`config.mk`:
```
export PLATFORM = sky130hd
export DESIGN_NAME = rriscv_decode_stage
export DESIGN_NICKNAME = d
export VERILOG_FILES = /design/src/rtl/rriscv_decode_stage.sv
export SDC_FILE = /design/constraint.sdc
export NUM_CORES = 1
export LEC_CHECK = 0
export ABC_AREA = 1
export BUFFER_PORTS_ARGS = -buffer_cell sky130_fd_sc_hd__buf_4
export CORE_UTILIZATION = 55
export CTS_CLUSTER_SIZE = 8
export DETAILED_ROUTE_END_ITERATION = 12
export PLACE_DENSITY = 0.88
export SLEW_MARGIN = 10
export SYNTH_ARGS = -nofsm -noshare
export SYNTH_HDL_FRONTEND = slang
export SYNTH_SLANG_ARGS = --single-unit
```
`constraint.sdc`:
```
create_clock -name clk -period 2.25 [get_ports clk]
set_input_delay 0.225 -clock clk [delete_from_list [all_inputs] [get_ports clk]]
set_output_delay 0.225 -clock clk [all_outputs]
set_load 0.01 [all_outputs]
```
`src/rtl/rriscv_decode_stage.sv`:
```
// RV32/64 subset decode stage: 2-entry (output + skid) buffered decoder.
// Define RRISCV_DECODE_MUL_EN to decode MUL; otherwise MUL is illegal.
module rriscv_decode_stage #(
  parameter int XLEN  = 32,
  parameter int CNT_W = 32
) (
  input  logic             clk,
  input  logic             res_n,
  input  logic             flush_i,
  input  logic             in_valid_i,
  output logic             in_ready_o,
  input  logic [31:0]      in_instr_i,
  input  logic [XLEN-1:0]  in_pc_i,
  output logic             out_valid_o,
  input  logic             out_ready_i,
  output logic [3:0]       out_op_o,
  output logic [4:0]       out_rd_o,
  output logic [4:0]       out_rs1_o,
  output logic [4:0]       out_rs2_o,
  output logic [XLEN-1:0]  out_imm_o,
  output logic [XLEN-1:0]  out_pc_o,
  output logic             out_illegal_o,
  output logic [CNT_W-1:0] dec_cnt_o
);

  typedef struct packed {
    logic [3:0]      op;
    logic [4:0]      rd;
    logic [4:0]      rs1;
    logic [4:0]      rs2;
    logic [XLEN-1:0] imm;
    logic [XLEN-1:0] pc;
    logic            ill;
  } dec_t;

  localparam logic [6:0] OPC_R  = 7'b0110011;
  localparam logic [6:0] OPC_I  = 7'b0010011;
  localparam logic [6:0] OPC_LD = 7'b0000011;
  localparam logic [6:0] OPC_ST = 7'b0100011;
  localparam logic [6:0] OPC_J  = 7'b1101111;
  localparam logic [6:0] OPC_B  = 7'b1100011;

`ifdef RRISCV_DECODE_MUL_EN
  localparam logic MUL_EN = 1'b1;
`else
  localparam logic MUL_EN = 1'b0;
`endif

  logic [31:0] ins;
  logic [6:0]  opc;
  logic [2:0]  f3;
  logic [6:0]  f7;
  logic        s;

  assign ins = in_instr_i;
  assign opc = ins[6:0];
  assign f3  = ins[14:12];
  assign f7  = ins[31:25];
  assign s   = ins[31];

  logic is_add, is_mul, is_xor, is_addi;
  logic is_lw, is_sw, is_jal, is_beq, is_bne;

  assign is_add  = opc == OPC_R && f3 == 3'b000 && f7 == 7'b0000000;
  assign is_mul  = opc == OPC_R && f3 == 3'b000 && f7 == 7'b0000001
                   && MUL_EN;
  assign is_xor  = opc == OPC_R && f3 == 3'b100 && f7 == 7'b0000000;
  assign is_addi = opc == OPC_I && f3 == 3'b000;
  assign is_lw   = opc == OPC_LD && f3 == 3'b010;
  assign is_sw   = opc == OPC_ST && f3 == 3'b010;
  assign is_jal  = opc == OPC_J;
  assign is_beq  = opc == OPC_B && f3 == 3'b000;
  assign is_bne  = opc == OPC_B && f3 == 3'b001;

  logic [XLEN-1:0] imm_i, imm_s, imm_b, imm_j;

  assign imm_i = {{(XLEN-12){s}}, ins[31:20]};
  assign imm_s = {{(XLEN-12){s}}, ins[31:25], ins[11:7]};
  assign imm_b = {{(XLEN-13){s}}, s, ins[7], ins[30:25],
                  ins[11:8], 1'b0};
  assign imm_j = {{(XLEN-21){s}}, s, ins[19:12], ins[20],
                  ins[30:21], 1'b0};

  dec_t dec;

  always_comb begin
    dec     = '0;
    dec.op  = 4'hF;
    dec.ill = 1'b1;
    dec.rd  = ins[11:7];
    dec.rs1 = ins[19:15];
    dec.rs2 = ins[24:20];
    dec.pc  = in_pc_i;
    unique case (1'b1)
      is_add:  begin dec.op = 4'd0; dec.ill = 1'b0; end
      is_mul:  begin dec.op = 4'd1; dec.ill = 1'b0; end
      is_xor:  begin dec.op = 4'd2; dec.ill = 1'b0; end
      is_addi: begin
        dec.op = 4'd3; dec.ill = 1'b0; dec.imm = imm_i;
      end
      is_lw:   begin
        dec.op = 4'd4; dec.ill = 1'b0; dec.imm = imm_i;
      end
      is_sw:   begin
        dec.op = 4'd5; dec.ill = 1'b0; dec.imm = imm_s;
      end
      is_jal:  begin
        dec.op = 4'd6; dec.ill = 1'b0; dec.imm = imm_j;
      end
      is_beq:  begin
        dec.op = 4'd7; dec.ill = 1'b0; dec.imm = imm_b;
      end
      is_bne:  begin
        dec.op = 4'd8; dec.ill = 1'b0; dec.imm = imm_b;
      end
      default: ;
    endcase
  end

  dec_t            out_q, out_d, skid_q, skid_d;
  logic            out_vld_q, out_vld_d;
  logic            skid_vld_q, skid_vld_d;
  logic [CNT_W-1:0] cnt_q, cnt_d;
  logic            accept, xfer;

  assign in_ready_o = ~skid_vld_q;
  assign accept     = in_valid_i & ~skid_vld_q & ~flush_i;
  assign xfer       = out_vld_q & out_ready_i;

  always_comb begin
    out_d      = out_q;
    skid_d     = skid_q;
    out_vld_d  = out_vld_q;
    skid_vld_d = skid_vld_q;
    cnt_d      = cnt_q + CNT_W'(xfer);
    if (flush_i) begin
      out_vld_d  = 1'b0;
      skid_vld_d = 1'b0;
    end else if (xfer) begin
      // skid full implies no accept this cycle
      if (skid_vld_q) begin
        out_d      = skid_q;
        skid_vld_d = 1'b0;
      end else begin
        out_vld_d = accept;
        if (accept) out_d = dec;
      end
    end else if (accept) begin
      if (out_vld_q) begin
        skid_d     = dec;
        skid_vld_d = 1'b1;
      end else begin
        out_d     = dec;
        out_vld_d = 1'b1;
      end
    end
  end

  always_ff @(posedge clk or negedge res_n) begin
    if (!res_n) begin
      out_q      <= '{op: 4'hF, default: '0};
      skid_q     <= '{op: 4'hF, default: '0};
      out_vld_q  <= 1'b0;
      skid_vld_q <= 1'b0;
      cnt_q      <= '0;
    end else begin
      out_q      <= out_d;
      skid_q     <= skid_d;
      out_vld_q  <= out_vld_d;
      skid_vld_q <= skid_vld_d;
      cnt_q      <= cnt_d;
    end
  end

  assign out_valid_o   = out_vld_q;
  assign out_op_o      = out_q.op;
  assign out_rd_o      = out_q.rd;
  assign out_rs1_o     = out_q.rs1;
  assign out_rs2_o     = out_q.rs2;
  assign out_imm_o     = out_q.imm;
  assign out_pc_o      = out_q.pc;
  assign out_illegal_o = out_q.ill;
  assign dec_cnt_o     = cnt_q;

endmodule

```
# --- Word level (Yosys, flattened, before mapping) ---
# Cells that the tools add are included.
totals:
  latch_bits: 0
  mem_count: 0
  ramBits: 0
  in_bits: 69
  elab_cells: 73
  output_inout_bits: 118
  rom_bits: 0
  regBits: 202
op_classes:
  reduce_logical: 22
  n_eq_ne: 11
  n_lt_le_gt_ge: 0
  addsub: 1
  n_div: 0
  shifts: 0
  bitwise_logic: 6
  n_mul: 0
  n_mux: 16
ops:
  columns: ["operator", "count"]
  rows:
  - ["84-bit two-way mux", 5]
  - ["32-bit one-hot mux with 4 select lines", 1]
  - ["32-bit by 1-bit adder with 32-bit output", 1]
  - ["4-bit one-hot mux with 8 select lines", 1]
  - ["7-bit by 6-bit == test with 1-bit output, second input constant", 2]
  - ["7-bit == test, second input constant", 2]
  - ["1-bit logical AND", 9]
  - ["1-bit two-way mux", 9]
  - ["4-bit AND reduction", 2]
  - ["8-bit OR reduction", 1]
  - ["7-bit by 2-bit == test with 1-bit output, second input constant", 1]
  - ["7-bit by 5-bit == test with 1-bit output, second input constant", 1]
  - ["7-bit zero test", 1]
  - ["3-bit nonzero test", 2]
  - ["2-bit AND reduction", 2]
  - ["2-bit nonzero test", 2]
  - ["2-bit OR reduction", 2]
  - ["1-bit bitwise AND", 3]
  - ["3-bit by 1-bit == test with 1-bit output, second input constant", 1]
  - ["3-bit by 2-bit == test with 1-bit output, second input constant", 1]
  - ["3-bit == test, second input constant", 1]
  - ["3-bit zero test", 1]
  - ["3-bit != test, second input constant", 1]
  - ["1-bit NOT", 3]
  - ["2-bit by 1-bit != test with 1-bit output, second input constant", 1]

# --- Logic depth before layout (Yosys ltp) ---
logic_depth:
  word_depth: 8
  mapped_depth: 14
  depth_no_buf: 14

# --- Worst setup path before layout ---
# No wires, ideal clock.
synth_path:
  path_kind: "register to register"
  startpoint: "reg out_vld_q (netlist: out_valid_o)"
  endpoint: "reg cnt_q[18] (netlist: dec_cnt_o[18])"
  setup_time_ns: 0.121
  path_slack_ns: 0.479
  n_path_buf: 0
  t_required_ns: 2.129
  path_stages_with_launch: 14
  synth_period_minus_slack_ns: 1.771
  arrival_ns: 1.650
  path_cell_list: "dfrtp_1 nand2_1 inv_2 ha_1 ha_1 nand3_1 inv_1 nand2_2 inv_2 nand3_2 clkinv_2 nand4_4 o21ai_1 nand2_1"
synth_between:
  elab_chain_cells: 2
synth_rtl:
  columns: ["item", "line_no", "source"]
  rows:
  - ["from (decl)", "121", "logic out_vld_q, out_vld_d;"]
  - ["from (signal assigned)", "169", "out_vld_q <= out_vld_d;"]
  - ["1-bit bitwise AND", "128", "assign xfer = out_vld_q & out_ready_i;"]
  - ["32-bit by 1-bit adder with 32-bit output", "135", "cnt_d = cnt_q + CNT_W'(xfer);"]
  - ["net cnt_d[18]", "123", "logic [CNT_W-1:0] cnt_q, cnt_d;"]
  - ["to (signal assigned)", "171", "cnt_q <= cnt_d;"]
  - ["to (decl)", "123", null]
# The timed path passes the listed nets, and every way through them passes these cells.
# A chain may end at the register's enable or synchronous reset.

# --- Worst setup path after layout ---
# Same ends and word-level chain as after synthesis.

==> results.cfg <==
[status]
status = complete, no violations

[yosys]
avgSynthCellArea_um2 = 8.14
ys_ff_latch = 180
mappedNetlistArea_mm2 = 0.00847
synthDistinctLibCells = 33
synthesis.nets = 1111
yosys_warnings = 0
postSynthCellCount = 1040
yosysSeqAreaShare_pct = 53.3

[finish]
layout-drive-gt1-share_pct = 22.8
design_area_mm2 = 0.0105
num-nets-final = 1270
final_cell_mix = nand2_1 (403), buf_4 (192), dfrtp_1 (172), nor2_1 (139), a31oi_1 (63)
layout_commonest_cell = nand2_1
diodes = 0
area_delta_synth_final_pct = 24.1

[timing]
fin_crit_sh_pct = 87.1
hold_slack_ns = 0.0111
rsz0062_at_grt = false
hold_viol_final = 0
finalSetupTns_ns = 0
layout_min_cycle_time_ns = 1.96
fmax_mhz = 510
slew_headroom_pct = 28.9
setup_viol = 0
maxSlewViolCount = 0
finalClockSkew_ns = 0.0100
tightest_slew_ns = 1.06

[cts]
cts_resized = 0
cts_buffer_depth = 2
cts_buffers = 17
cts.reportedPaths.clkPinSlew_ns = 0.06
root_buffer = clkbuf_16
htree_num_levels = 4
cts_tree = yes
cts.sink_count = 180
clk_latency_ns = 0.42

[detailed_routing]
vias_per_cell = 5.42
drt_iter0_drc = 655
via_count = 7564
routed_wl_um = 20900
routedWlPerCell_um = 15.0
first_pass_iters = 5
route.detailed.drc = 0
ant_nets = 0

[power_and_ir_drop]
switchingPower_uw = 2400
p_sw_share_pct = 27.6
combPwrFrac_pct = 17.5
p_leak_uw = 0.00553
p_int_uw = 6320
seq_power_share_pct = 49.2
clock_power_share_pct = 33.3
powerDensity_mw_per_mm2 = 830
peakVddDrop_v = 0.000608

[die]
fp.dieW_um = 126
core_area_mm2 = 0.0148
die_y_um = 126
fp-row-count = 44
io_pins = 187
die_area_mm2 = 0.0159
start_util_pct = 57.4

[global_routing]
grt_overflow_total = 0
grt_max_degree = 86
grt_pass1_vias = 7202
antenna_found_initial = 0
grt_usage_pct = 27.6
grt_first_pass_wirelength_um = 34800

[worst_setup_path]
crit_path_start_kind = flop
arrival_ns = 2.26
worst_setup_path_end_kind = flop
critPathRequiredTime_ns = 2.55
crit_fanout = 5
path_class = flop to flop

[run]
cap_violations = 0

[placed_design]
place_hpwl_um = 14200
numPortBuffers = 186
postPlaceCellArea_mm2 = 0.00993
gp_congestion = 0.890

[hold_path]
hp-class = input port to flop
## logic make-up after synthesis
kind of cell	share of synthesized area, %
AO/OA/AOI/OAI	6.53
XOR/XNOR	3.00
adder cells (fa/ha/maj)	0.295
buffers and inverters	6.15
flip-flops	53.3
AND/OR/NAND/NOR	30.7
## cells in the mapped netlist
cell / number / area [um^2]
a21oi_1: 15 / 75.1
a31oi_1: 63 / 394
and3_1: 2 / 12.5
buf_1: 1 / 3.75
buf_2: 19 / 95.1
buf_4: 20 / 150
buf_6: 2 / 22.5
clkbuf_1: 17 / 63.8
clkinv_2: 1 / 5.00
dfrtp_1: 172 / 4300
dfstp_2: 8 / 210
ha_1: 2 / 25.0
inv_1: 36 / 135
inv_2: 12 / 45.0
nand2_1: 404 / 1520
nand2_2: 7 / 43.8
nand2_4: 1 / 11.3
nand3_1: 28 / 140
nand3_2: 6 / 60.1
nand3_4: 1 / 17.5
nand4_1: 12 / 75.1
nand4_4: 2 / 42.5
nor2_1: 139 / 522
nor2_2: 8 / 50.1
nor2_4: 2 / 22.5
nor3_1: 12 / 60.1
nor3_4: 1 / 16.3
nor4_1: 2 / 12.5
o21ai_0: 4 / 20.0
o21ai_1: 11 / 55.1
o21ai_2: 1 / 8.76
xnor2_1: 13 / 114
xor2_1: 16 / 140
## worst paths after layout
path	from	to	slack [ns]	cells past startpoint
setup / recovery	out_valid_o$_DFFE_PN0P_	dec_cnt_o[18]$_DFF_PN0_	0.29	13
hold / removal	in_pc_i[4]	skid_q[5]$_DFFE_PN0P_	0.01	3
setup reg to reg	out_valid_o$_DFFE_PN0P_	dec_cnt_o[18]$_DFF_PN0_	0.29	13
hold reg to reg	dec_cnt_o[31]$_DFF_PN0_	dec_cnt_o[31]$_DFF_PN0_	0.47	1
max in group asynchronous	res_n	skid_q[82]$_DFFE_PN1P_	1.17	3
min in group asynchronous	res_n	dec_cnt_o[27]$_DFF_PN0_	0.35	2
## repair_timing
item,CTS,global route
endpoints found under the hold margin,58,0
setup buffers,0,0
hold buffers,1,0
## per-stage QoR
step | setup WS (ns) | power [uW] | util [%] | std cells
6_report | 0.290 | 8720 | 71.2 | 1395
4_1_cts | 0.297 | 8770 | 71.2 | 1395
3_5_place_dp | 0.314 | 5870 | 67.3 | 1363
2_1_floorplan | 0.479 | 5050 | - | 1040
5_1_grt | 0.0980 | 9150 | 71.2 | 1395
3_3_place_gp | 0.413 | 5780 | 67.3 | 1363
## flip-flops by register name (all words and copies together) (netlist names)
signal	flops
dec_cnt_o	32
out_illegal_o	1
out_imm_o	21
out_op_o	4
out_pc_o	32
out_rd_o	5
out_rs1_o	5
out_rs2_o	5
out_valid_o	1
skid_q	73
skid_vld_q	1
## worst max-delay path, stage by stage (launching register included)
cell	delay [ns]
dfrtp_1	0.38
nand2_1	0.08
inv_2	0.09
ha_1	0.20
ha_1	0.19
nand3_1	0.18
inv_1	0.12
nand2_2	0.07
inv_2	0.05
nand3_2	0.08
clkinv_2	0.10
nand4_4	0.10
o21ai_1	0.14
nand2_1	0.07
## power groups by stage
stage / sequential (uW) / clock [uW] / combinational, uW
2_1_floorplan: 4380 / 0 / 676
4_1_cts: 4290 / 2940 / 1540
3_5_place_dp: 4340 / 0 / 1530
3_3_place_gp: 4310 / 0 / 1470
5_1_grt: 4370 / 3060 / 1710
6_report: 4290 / 2910 / 1520
## final cells by class
class                           count  area, um^2
Tap cell                          184         230
Clock inverter                      8         100
Timing Repair Buffer              199        1560
Fill cell                        1167        4250
Sequential cell                   180        4510
Inverter                           49         185
Multi-Input combinational cell    752        3450
Clock buffer                       23         468
## per-layer routing
layer	part of all wire (%)	GRT usage, %
met4	3.0	12.3
met1	43	37.3
met2	48	44.3
met3	6.6	4.16
met5	0	0
No activity file was read; power rests on OpenSTA's default activity.
